[src/rtl/posit_add_arbiter.sv]
// Round-robin arbiter sharing one combinational posit adder among NREQ requesters,
// with a tagged valid/ready response port and a done-timeout watchdog.
module posit_add_arbiter #(
    parameter int N       = 16,
    parameter int es      = 2,
    parameter int NREQ    = 4,
    parameter int IDW     = 2,
    parameter int TIMEOUT = 15
) (
    input  logic              clk,
    input  logic              rst,
    input  logic [NREQ-1:0]   req_valid,
    output logic [NREQ-1:0]   req_ready,
    input  logic [NREQ*N-1:0] req_in1,
    input  logic [NREQ*N-1:0] req_in2,
    output logic [N-1:0]      add_in1,
    output logic [N-1:0]      add_in2,
    output logic              add_start,
    input  logic [N-1:0]      add_out,
    input  logic              add_inf,
    input  logic              add_zero,
    input  logic              add_done,
    output logic              rsp_valid,
    input  logic              rsp_ready,
    output logic [IDW-1:0]    rsp_id,
    output logic [N-1:0]      rsp_out,
    output logic              rsp_inf,
    output logic              rsp_zero,
    output logic              rsp_err,
    output logic [1:0]        dbg_state
);

    // Handshake rule: a transfer happens on a rising edge where valid and ready are both 1;
    // valid never depends on ready, and rsp_* stay frozen while rsp_valid=1 and rsp_ready=0.

    if (es < 0 || NREQ < 2 || NREQ > 16 || TIMEOUT < 1 || TIMEOUT > 255 || (1 << IDW) < NREQ)
    begin : g_param_check
        $error("posit_add_arbiter: illegal parameter combination");
    end

    typedef enum logic [1:0] {
        S_IDLE  = 2'd0,
        S_ISSUE = 2'd1,
        S_WAIT  = 2'd2,
        S_RESP  = 2'd3
    } state_t;

    localparam logic [7:0]   TCNT_LAST = 8'(TIMEOUT - 1);
    localparam logic [N-1:0] NAR       = {1'b1, {(N-1){1'b0}}};

    state_t         r_state;
    logic [IDW-1:0] r_ptr;
    logic [IDW-1:0] r_gid;
    logic [N-1:0]   r_op1;
    logic [N-1:0]   r_op2;
    logic           r_add_start;
    logic [7:0]     r_tcnt;
    logic           r_rsp_valid;
    logic [N-1:0]   r_rsp_out;
    logic           r_rsp_inf;
    logic           r_rsp_zero;
    logic           r_rsp_err;

    logic           w_found;
    logic [IDW-1:0] w_grant;
    logic [N-1:0]   w_sel1;
    logic [N-1:0]   w_sel2;

    // First valid requester at or after r_ptr, wrapping around.
    always_comb begin
        w_found = 1'b0;
        w_grant = '0;
        for (int k = 0; k < NREQ; k++) begin
            if (!w_found && req_valid[(int'(r_ptr) + k) % NREQ]) begin
                w_found = 1'b1;
                w_grant = IDW'((int'(r_ptr) + k) % NREQ);
            end
        end
    end

    assign w_sel1 = req_in1[int'(w_grant) * N +: N];
    assign w_sel2 = req_in2[int'(w_grant) * N +: N];

    // Gated by rst so no requester sees an accept while the block is held in reset.
    assign req_ready = (r_state == S_IDLE && w_found && !rst) ? (NREQ'(1) << w_grant) : '0;

    always_ff @(posedge clk or posedge rst) begin
        if (rst) begin
            r_state     <= S_IDLE;
            r_ptr       <= '0;
            r_gid       <= '0;
            r_op1       <= '0;
            r_op2       <= '0;
            r_add_start <= 1'b0;
            r_tcnt      <= '0;
            r_rsp_valid <= 1'b0;
            r_rsp_out   <= '0;
            r_rsp_inf   <= 1'b0;
            r_rsp_zero  <= 1'b0;
            r_rsp_err   <= 1'b0;
        end else begin
            r_add_start <= 1'b0;
            case (r_state)
                S_IDLE: begin
                    if (w_found) begin
                        r_op1       <= w_sel1;
                        r_op2       <= w_sel2;
                        r_gid       <= w_grant;
                        r_add_start <= 1'b1;
                        r_state     <= S_ISSUE;
                    end
                end
                S_ISSUE: begin
                    if (add_done) begin
                        r_rsp_out   <= add_out;
                        r_rsp_inf   <= add_inf;
                        r_rsp_zero  <= add_zero;
                        r_rsp_err   <= 1'b0;
                        r_rsp_valid <= 1'b1;
                        r_state     <= S_RESP;
                    end else begin
                        r_tcnt  <= '0;
                        r_state <= S_WAIT;
                    end
                end
                S_WAIT: begin
                    if (add_done) begin
                        r_rsp_out   <= add_out;
                        r_rsp_inf   <= add_inf;
                        r_rsp_zero  <= add_zero;
                        r_rsp_err   <= 1'b0;
                        r_rsp_valid <= 1'b1;
                        r_state     <= S_RESP;
                    end else if (r_tcnt == TCNT_LAST) begin
                        // Adder never answered: report NaR flagged as a watchdog error.
                        r_rsp_out   <= NAR;
                        r_rsp_inf   <= 1'b1;
                        r_rsp_zero  <= 1'b0;
                        r_rsp_err   <= 1'b1;
                        r_rsp_valid <= 1'b1;
                        r_state     <= S_RESP;
                    end else begin
                        r_tcnt <= r_tcnt + 8'd1;
                    end
                end
                S_RESP: begin
                    if (rsp_ready) begin
                        r_rsp_valid <= 1'b0;
                        r_ptr       <= (r_gid == IDW'(NREQ - 1)) ? '0 : r_gid + 1'b1;
                        r_state     <= S_IDLE;
                    end
                end
                default: r_state <= S_IDLE;
            endcase
        end
    end

    assign add_in1   = r_op1;
    assign add_in2   = r_op2;
    assign add_start = r_add_start;
    assign rsp_valid = r_rsp_valid;
    assign rsp_id    = r_gid;
    assign rsp_out   = r_rsp_out;
    assign rsp_inf   = r_rsp_inf;
    assign rsp_zero  = r_rsp_zero;
    assign rsp_err   = r_rsp_err;
    assign dbg_state = r_state;

endmodule
[config.mk]
export PLATFORM = sky130hd
export DESIGN_NAME = posit_add_arbiter
export DESIGN_NICKNAME = d
export VERILOG_FILES = /design/src/rtl/posit_add_arbiter.sv
export SDC_FILE = /design/constraint.sdc
export NUM_CORES = 1
export LEC_CHECK = 0
export BUFFER_PORTS_ARGS = -buffer_cell sky130_fd_sc_hd__buf_2
export CORE_UTILIZATION = 44
export DETAILED_ROUTE_END_ITERATION = 10
export PLACE_DENSITY_LB_ADDON = 0.12
export SKIP_LAST_GASP = 1
export SYNTH_ARGS = -nofsm -noshare
export SYNTH_HDL_FRONTEND = slang
export SYNTH_SLANG_ARGS = --single-unit
[constraint.sdc]
create_clock -name clk -period 2.6 [get_ports clk]
set_input_delay 0.13 -clock clk [delete_from_list [all_inputs] [get_ports clk]]
set_output_delay 0.13 -clock clk [all_outputs]
set_load 0.02 [all_outputs]
==> results.toml, run 1 <==
[outcome]
status = "finished clean"

[placed_design]
dp_hpwl_mm = 8.03
gp_congestion = 0.834
port_buffers = 214
dp_slack_ps = 273

[yosys]
avgSynthCellArea_sq_um = 10.6
synth_edf_count = 0
synthFlopType = "dfrtp_1"
async_flop_share = 1.00
yosysWarnings = 0
yosysSeqAreaShare = 0.449
synth_nets = 513
synth_cell_type_count = 47
ys_ff_latch = 67
synthCells = 352
syn-cell-area_sq_mm = 0.00373

[pwr]
pwr-share-seq = 0.307
p_sw_mw = 2.62
finalPower_mw = 6.02
power.density_mw_per_mm2 = 1130
clock_power_share = 0.146
swShare = 0.434
pwr-share-comb = 0.547
peakVddDrop_mv = 0.694
leakage_nw = 2.72
p_int_mw = 3.41

[floorplan]
fp.dieW_microns = 94.1
die_height_microns = 94.1
ios = 215
die_area_sq_mm = 0.00886
coreArea_sq_mm = 0.00822
start_util = 0.454
num_rows = 33

[layout]
antenna_cells = 0
layout.nets = 737
drive_gt1_frac = 0.463
utilization = 0.646
syn_to_final_growth_pct = 42.2
nFillCells = 711

[setup_path]
path_class = "flip-flop to flip-flop"
critPathBufInv = 1
cpMaxStageDelayCell = "or4b_1"
critical_path_arrival_ps = 2570
cp_common_cell = "nor3_1"
crit_chain = "inv_1 -> ha_1 -> or4b_1 -> nor3_1 -> o32ai_1 -> nor3_1 -> mux2_2"
critical-path-top-delay-family = "simple AND/OR/NAND/NOR gates"
slowest_delay_ps = 500
worstSetupEndpointType = "flip-flop"
crit_required_ps = 2830
start_kind = "flip-flop"
cp_max_fo = 7

[global_route]
first_global_vias = 3391
antenna_found_initial = 0
grt.overflow.total = 0
grt_first_pass_wirelength_mm = 16.3
grt_usage = 0.242
grt_max_degree = 44

[sta]
relSlewSlack = 0.214
setup_viol = 0
setup_ws_ps = 255
setup_tns_ps = 0
worst_slew_pin_slew_ps = 1180
fmax_mhz = 426
hold_slack_ps = 43.0
period_minus_slack_ps = 2340
clock-skew-final_ps = 9.75
fin_crit_sh = 0.902
slew_violations = 0
finalHoldViolCount = 0
rsz0062_at_grt = "no"

[clock_network]
htree_levels = 3
clk_pin_slew_ps = 80
clock-sinks = 67
cts_setup_buffers = 0
post_cts_resized = 0
cts_buffer_depth = 2
cts-root-buf = "clkbuf_8"
insertion_delay_ps = 340
cts_buffers = 9
cts_tree = "built"

[routing]
avgViaCountPerCell = 5.56
totalWireLength_mm = 11.3
drtAntennaViolNets = 0
drtIter0Drc = 165
drc = 0
vias = 3813
wl_per_cell_microns = 16.5
first_pass_iters = 5

[hold_path]
hold_path_class = "input port to flip-flop"

[run]
cap_viol_max_count = 0
layer usage:
layer	vias up	GRT usage	wire length, microns
met5	-	0	0
met4	0	0.104	180
met3	15	0.0591	860
met2	174	0.398	5590
met1	1832	0.301	4690
li1	1792	-	-
flip-flops by register name, indices dropped and copies added (netlist names):
name and cells:
add_in1 16, add_in2 16, rsp_out 16, r_tcnt 8, dbg_state 2, r_ptr 2, rsp_id 2, add_start 1
rsp_err 1, rsp_inf 1, rsp_valid 1, rsp_zero 1
final timing paths:
| path | slack, ps | to | cells past startpoint | startpoint |
|---|---|---|---|---|
| max | 260 | rsp_valid$_DFFE_PP0P_ | 7 | r_tcnt[0]$_DFFE_PP0P_ |
| max in group asynchronous | 1210 | add_in2[0]$_DFFE_PP0P_ | 4 | rst |
| max reg2reg | 260 | rsp_valid$_DFFE_PP0P_ | 7 | r_tcnt[0]$_DFFE_PP0P_ |
| min in group asynchronous | 420 | add_in2[11]$_DFFE_PP0P_ | 3 | rst |
| min reg2reg | 510 | add_in1[14]$_DFFE_PP0P_ | 1 | add_in1[14]$_DFFE_PP0P_ |
| min | 40 | rsp_inf$_DFFE_PP0P_ | 3 | add_inf |
kinds of logic (layout without fill, tap and decap cells):
family          count (synthesis)  after routing  share of synthesized area
compound gates                113            114                      0.264
mux                            38             38                      0.103
fa+ha+maj                       7              7                     0.0235
xor+xnor                        4              4                    0.00938
buf+inv                        41            269                     0.0483
simple gates                   82             82                      0.103
flops                          67             67                      0.449
power by group through the flow:
stage	registers, mW	clock network (mW)	logic (mW)
4_1_cts	1.84	0.901	3.30
3_3_place_gp	1.84	0	3.22
2_1_floorplan	2.35	0	1.76
3_5_place_dp	1.85	0	3.29
6_report	1.85	0.882	3.29
5_1_grt	1.91	0.951	3.57
layout make-up:
cell class / instances / area (sq um) / share of cell area
clock buffers: 9 / 124 / 0.0233
well taps: 105 / 131 / 0.0247
repair buffers: 241 / 1330 / 0.250
flip-flops and latches: 67 / 1680 / 0.316
clock inverters: 7 / 77.6 / 0.0146
inverters: 12 / 45.0 / 0.00848
multi-input cells: 245 / 1930 / 0.363
synthesized netlist by cell type, types with 2 or more instances:
cell,number,area (sq um)
a21oi_1,11,55.1
a221o_1,32,320
a22o_1,2,17.5
a22o_2,14,140
and3_1,3,18.8
buf_2,6,30.0
buf_4,3,22.5
clkbuf_1,19,71.3
dfrtp_1,67,1680
ha_1,7,87.6
inv_1,11,41.3
mux2_2,4,45.0
mux2i_1,34,340
nand2_1,13,48.8
nand4_1,4,25.0
nor2_1,45,169
nor2b_1,3,18.8
nor3_1,4,20.0
o21ai_0,7,35.0
o22a_1,33,289
xor2_1,4,35.0
worst min-delay path, stage by stage:
cell	delay [ps]
buf_2	70
nor2_1	30
a21oi_1	110
metrics by stage:
stage | area, sq um | instances
final | 5310 | 686
after global routing | 5310 | 686
after CTS | 5290 | 685
after detailed placement | 4920 | 652
after global placement | 4920 | 652
after floorplan | 3730 | 352
placed cells by master (no fill, tap or decap), types with 2 or more instances in the layout:
cell,netlist,final
dlygate4sd3_1,0,17
and3_1,3,3
a21oi_1,11,11
clkbuf_8,0,9
o21ai_0,7,7
a22o_1,2,2
buf_2,6,214
clkinv_4,0,3
o22a_1,33,33
buf_4,3,9
xor2_1,4,4
ha_1,7,7
nor2_1,45,45
inv_1,11,10
nand4_1,4,4
nand2_1,13,13
a221o_1,32,32
mux2i_1,34,34
inv_2,1,2
mux2_2,4,4
dfrtp_1,67,67
nor3_1,4,4
a22o_2,14,14
nor2b_1,3,3
timing repair:
action,CTS,global route
hold buffers,17,0
endpoints found under the hold margin,40,0
endpoints found under the setup margin,0,1
No activity file was read; power rests on OpenSTA's default activity.
==> run 2: changes to the inputs <==
--- a/config.mk
+++ b/config.mk
@@ -11,4 +11,5 @@
 export PLACE_DENSITY_LB_ADDON = 0.12
 export SKIP_LAST_GASP = 1
+export SLEW_MARGIN = 15
 export SYNTH_ARGS = -nofsm -noshare
 export SYNTH_HDL_FRONTEND = slang
==> constraint.sdc (replaced) <==
create_clock -name clk -period 2.6 [get_ports clk]
set_input_delay 0.26 -clock clk [delete_from_list [all_inputs] [get_ports clk]]
set_output_delay 0.26 -clock clk [all_outputs]
set_load 0.02 [all_outputs]
==> results.toml, run 2 (same netlist as run 1, synthesis figures left out) <==
[pwr]
p_int_mw = 3.58
pwr-share-seq = 0.295
pwr-share-comb = 0.529
leakage_nw = 2.66
clock_power_share = 0.175
peakVddDrop_mv = 0.591
swShare = 0.422
p_sw_mw = 2.61
power.density_mw_per_mm2 = 1190

[clock_network]
cts_buffer_depth = 2
insertion_delay_ps = 350
cts_tree = "built"
cts_buffers = 9
clk_pin_slew_ps = 80
htree_levels = 3
post_cts_resized = 0
cts-root-buf = "clkbuf_8"
clock-sinks = 67

[routing]
vias = 3747
wl_per_cell_microns = 16.4
drc = 0
totalWireLength_mm = 11.0
drtIter0Drc = 136
first_pass_iters = 4
avgViaCountPerCell = 5.60
drtAntennaViolNets = 0

[floorplan]
coreArea_sq_mm = 0.00822
die_height_microns = 94.1
die_area_sq_mm = 0.00886
num_rows = 33
ios = 215
start_util = 0.454
fp.dieW_microns = 94.1

[sta]
setup_tns_ps = 0
clock-skew-final_ps = 12.6
setup_ws_ps = 129
setup_viol = 0
fin_crit_sh = 0.951
period_minus_slack_ps = 2470
relSlewSlack = 0.417
slew_violations = 0
rsz0062_at_grt = "no"
worst_slew_pin_slew_ps = 873
finalHoldViolCount = 0
fmax_mhz = 405
hold_slack_ps = 120

[setup_path]
reg2reg_to = "add_in2[5]$_DFFE_PP0P_"
slowest_delay_ps = 700
critical_path_arrival_ps = 2210
timing.rr.start = "r_ptr[0]$_DFFE_PP0P_"
path_class = "flip-flop to output port"
cp_max_fo = 33
critical-path-top-delay-family = "compound AO/OA/AOI/OAI gates"
start_kind = "flip-flop"
r2r_slack_ps = 310
cp.depth = 5
critPathBufInv = 2
crit_required_ps = 2340
cp-endpoint = "req_ready[1]"
crit_start = "r_ptr[1]$_DFFE_PP0P_"
crit_chain = "buf_4 -> a21oi_1 -> o221a_2 -> and3_1 -> buf_2"
worstSetupEndpointType = "output port"
cpMaxStageDelayCell = "o221a_2"
ff2ff_path_depth = 6

[global_route]
grt.overflow.total = 0
first_global_vias = 3405
grt_max_degree = 54
antenna_found_initial = 0
grt_usage = 0.241
grt_first_pass_wirelength_mm = 16.2

[layout]
final_common_cell = "buf_2"
syn_to_final_growth_pct = 38.9
nFillCells = 715
layout.nets = 720
ff_latch_area_sq_mm = 0.00168
drive_gt1_frac = 0.475
antenna_cells = 0
utilization = 0.631
multi_input_area_sq_mm = 0.00193
final_cell_mix = "buf_2, dfrtp_1, nor2_1"

[run]
cap_viol_max_count = 0

[outcome]
status = "finished clean"

[placed_design]
dp_hpwl_mm = 7.86
port_buffers = 214
gp_congestion = 0.786
dp_slack_ps = 321

[hold_path]
hold_path_class = "input port to flip-flop"
run 2: cell count changes in the layout (fill, tap and decap cells not counted), sizes merged:
cell / change
buf: -1
inv: +1
dlygate4sd3: -16
clkinv: -4
bufinv: +2
clkinvlp: +1
run 2: cell type report:
class	instances	share of cell area
inverters	12	0.00869
multi-input cells	245	0.371
flip-flops and latches	67	0.323
well taps	105	0.0253
repair buffers	224	0.224
clock buffers	9	0.0239
clock inverters	7	0.0236
run 2: through the flow:
step	std cells	area, sq um	power (mW)
after floorplan	352	3730	4.10
after global placement	651	4910	5.05
after detailed placement	651	4910	5.12
after CTS	668	5170	6.22
after global routing	669	5190	6.60
final	669	5190	6.19
run 2: worst min-delay path by stage:
stage | start | to | cells past startpoint
after floorplan | add_out[2] | rsp_out[2]$_DFFE_PP0P_ | 1
after global placement | rst | add_in2[11]$_DFFE_PP0P_ | 2
after detailed placement | rst | add_in2[11]$_DFFE_PP0P_ | 2
after CTS | add_out[2] | rsp_out[2]$_DFFE_PP0P_ | 2
after global routing | add_out[2] | rsp_out[2]$_DFFE_PP0P_ | 2
final | add_out[2] | rsp_out[2]$_DFFE_PP0P_ | 2
run 2: power by group through the flow:
stage	logic [mW]	clock network [mW]	registers, mW
final	3.28	1.08	1.83
after global routing	3.54	1.16	1.90
after CTS	3.28	1.11	1.83
after detailed placement	3.28	0	1.84
after global placement	3.22	0	1.83
after floorplan	1.76	0	2.35
run 2: routing by layer:
layer / vias up / routed length, microns / GRT usage
met5: - / 0 / 0
met4: 0 / 176 / 0.0872
met3: 14 / 807 / 0.0631
met2: 160 / 5480 / 0.403
met1: 1820 / 4510 / 0.298
li1: 1753 / - / -
run 2: repair_timing:
action | 4_1_cts | 5_1_grt
setup endpoints to repair | 0 | 1
setup buffers | 0 | 0
hold buffers | 1 | 0
endpoints found under the hold margin | 14 | 0
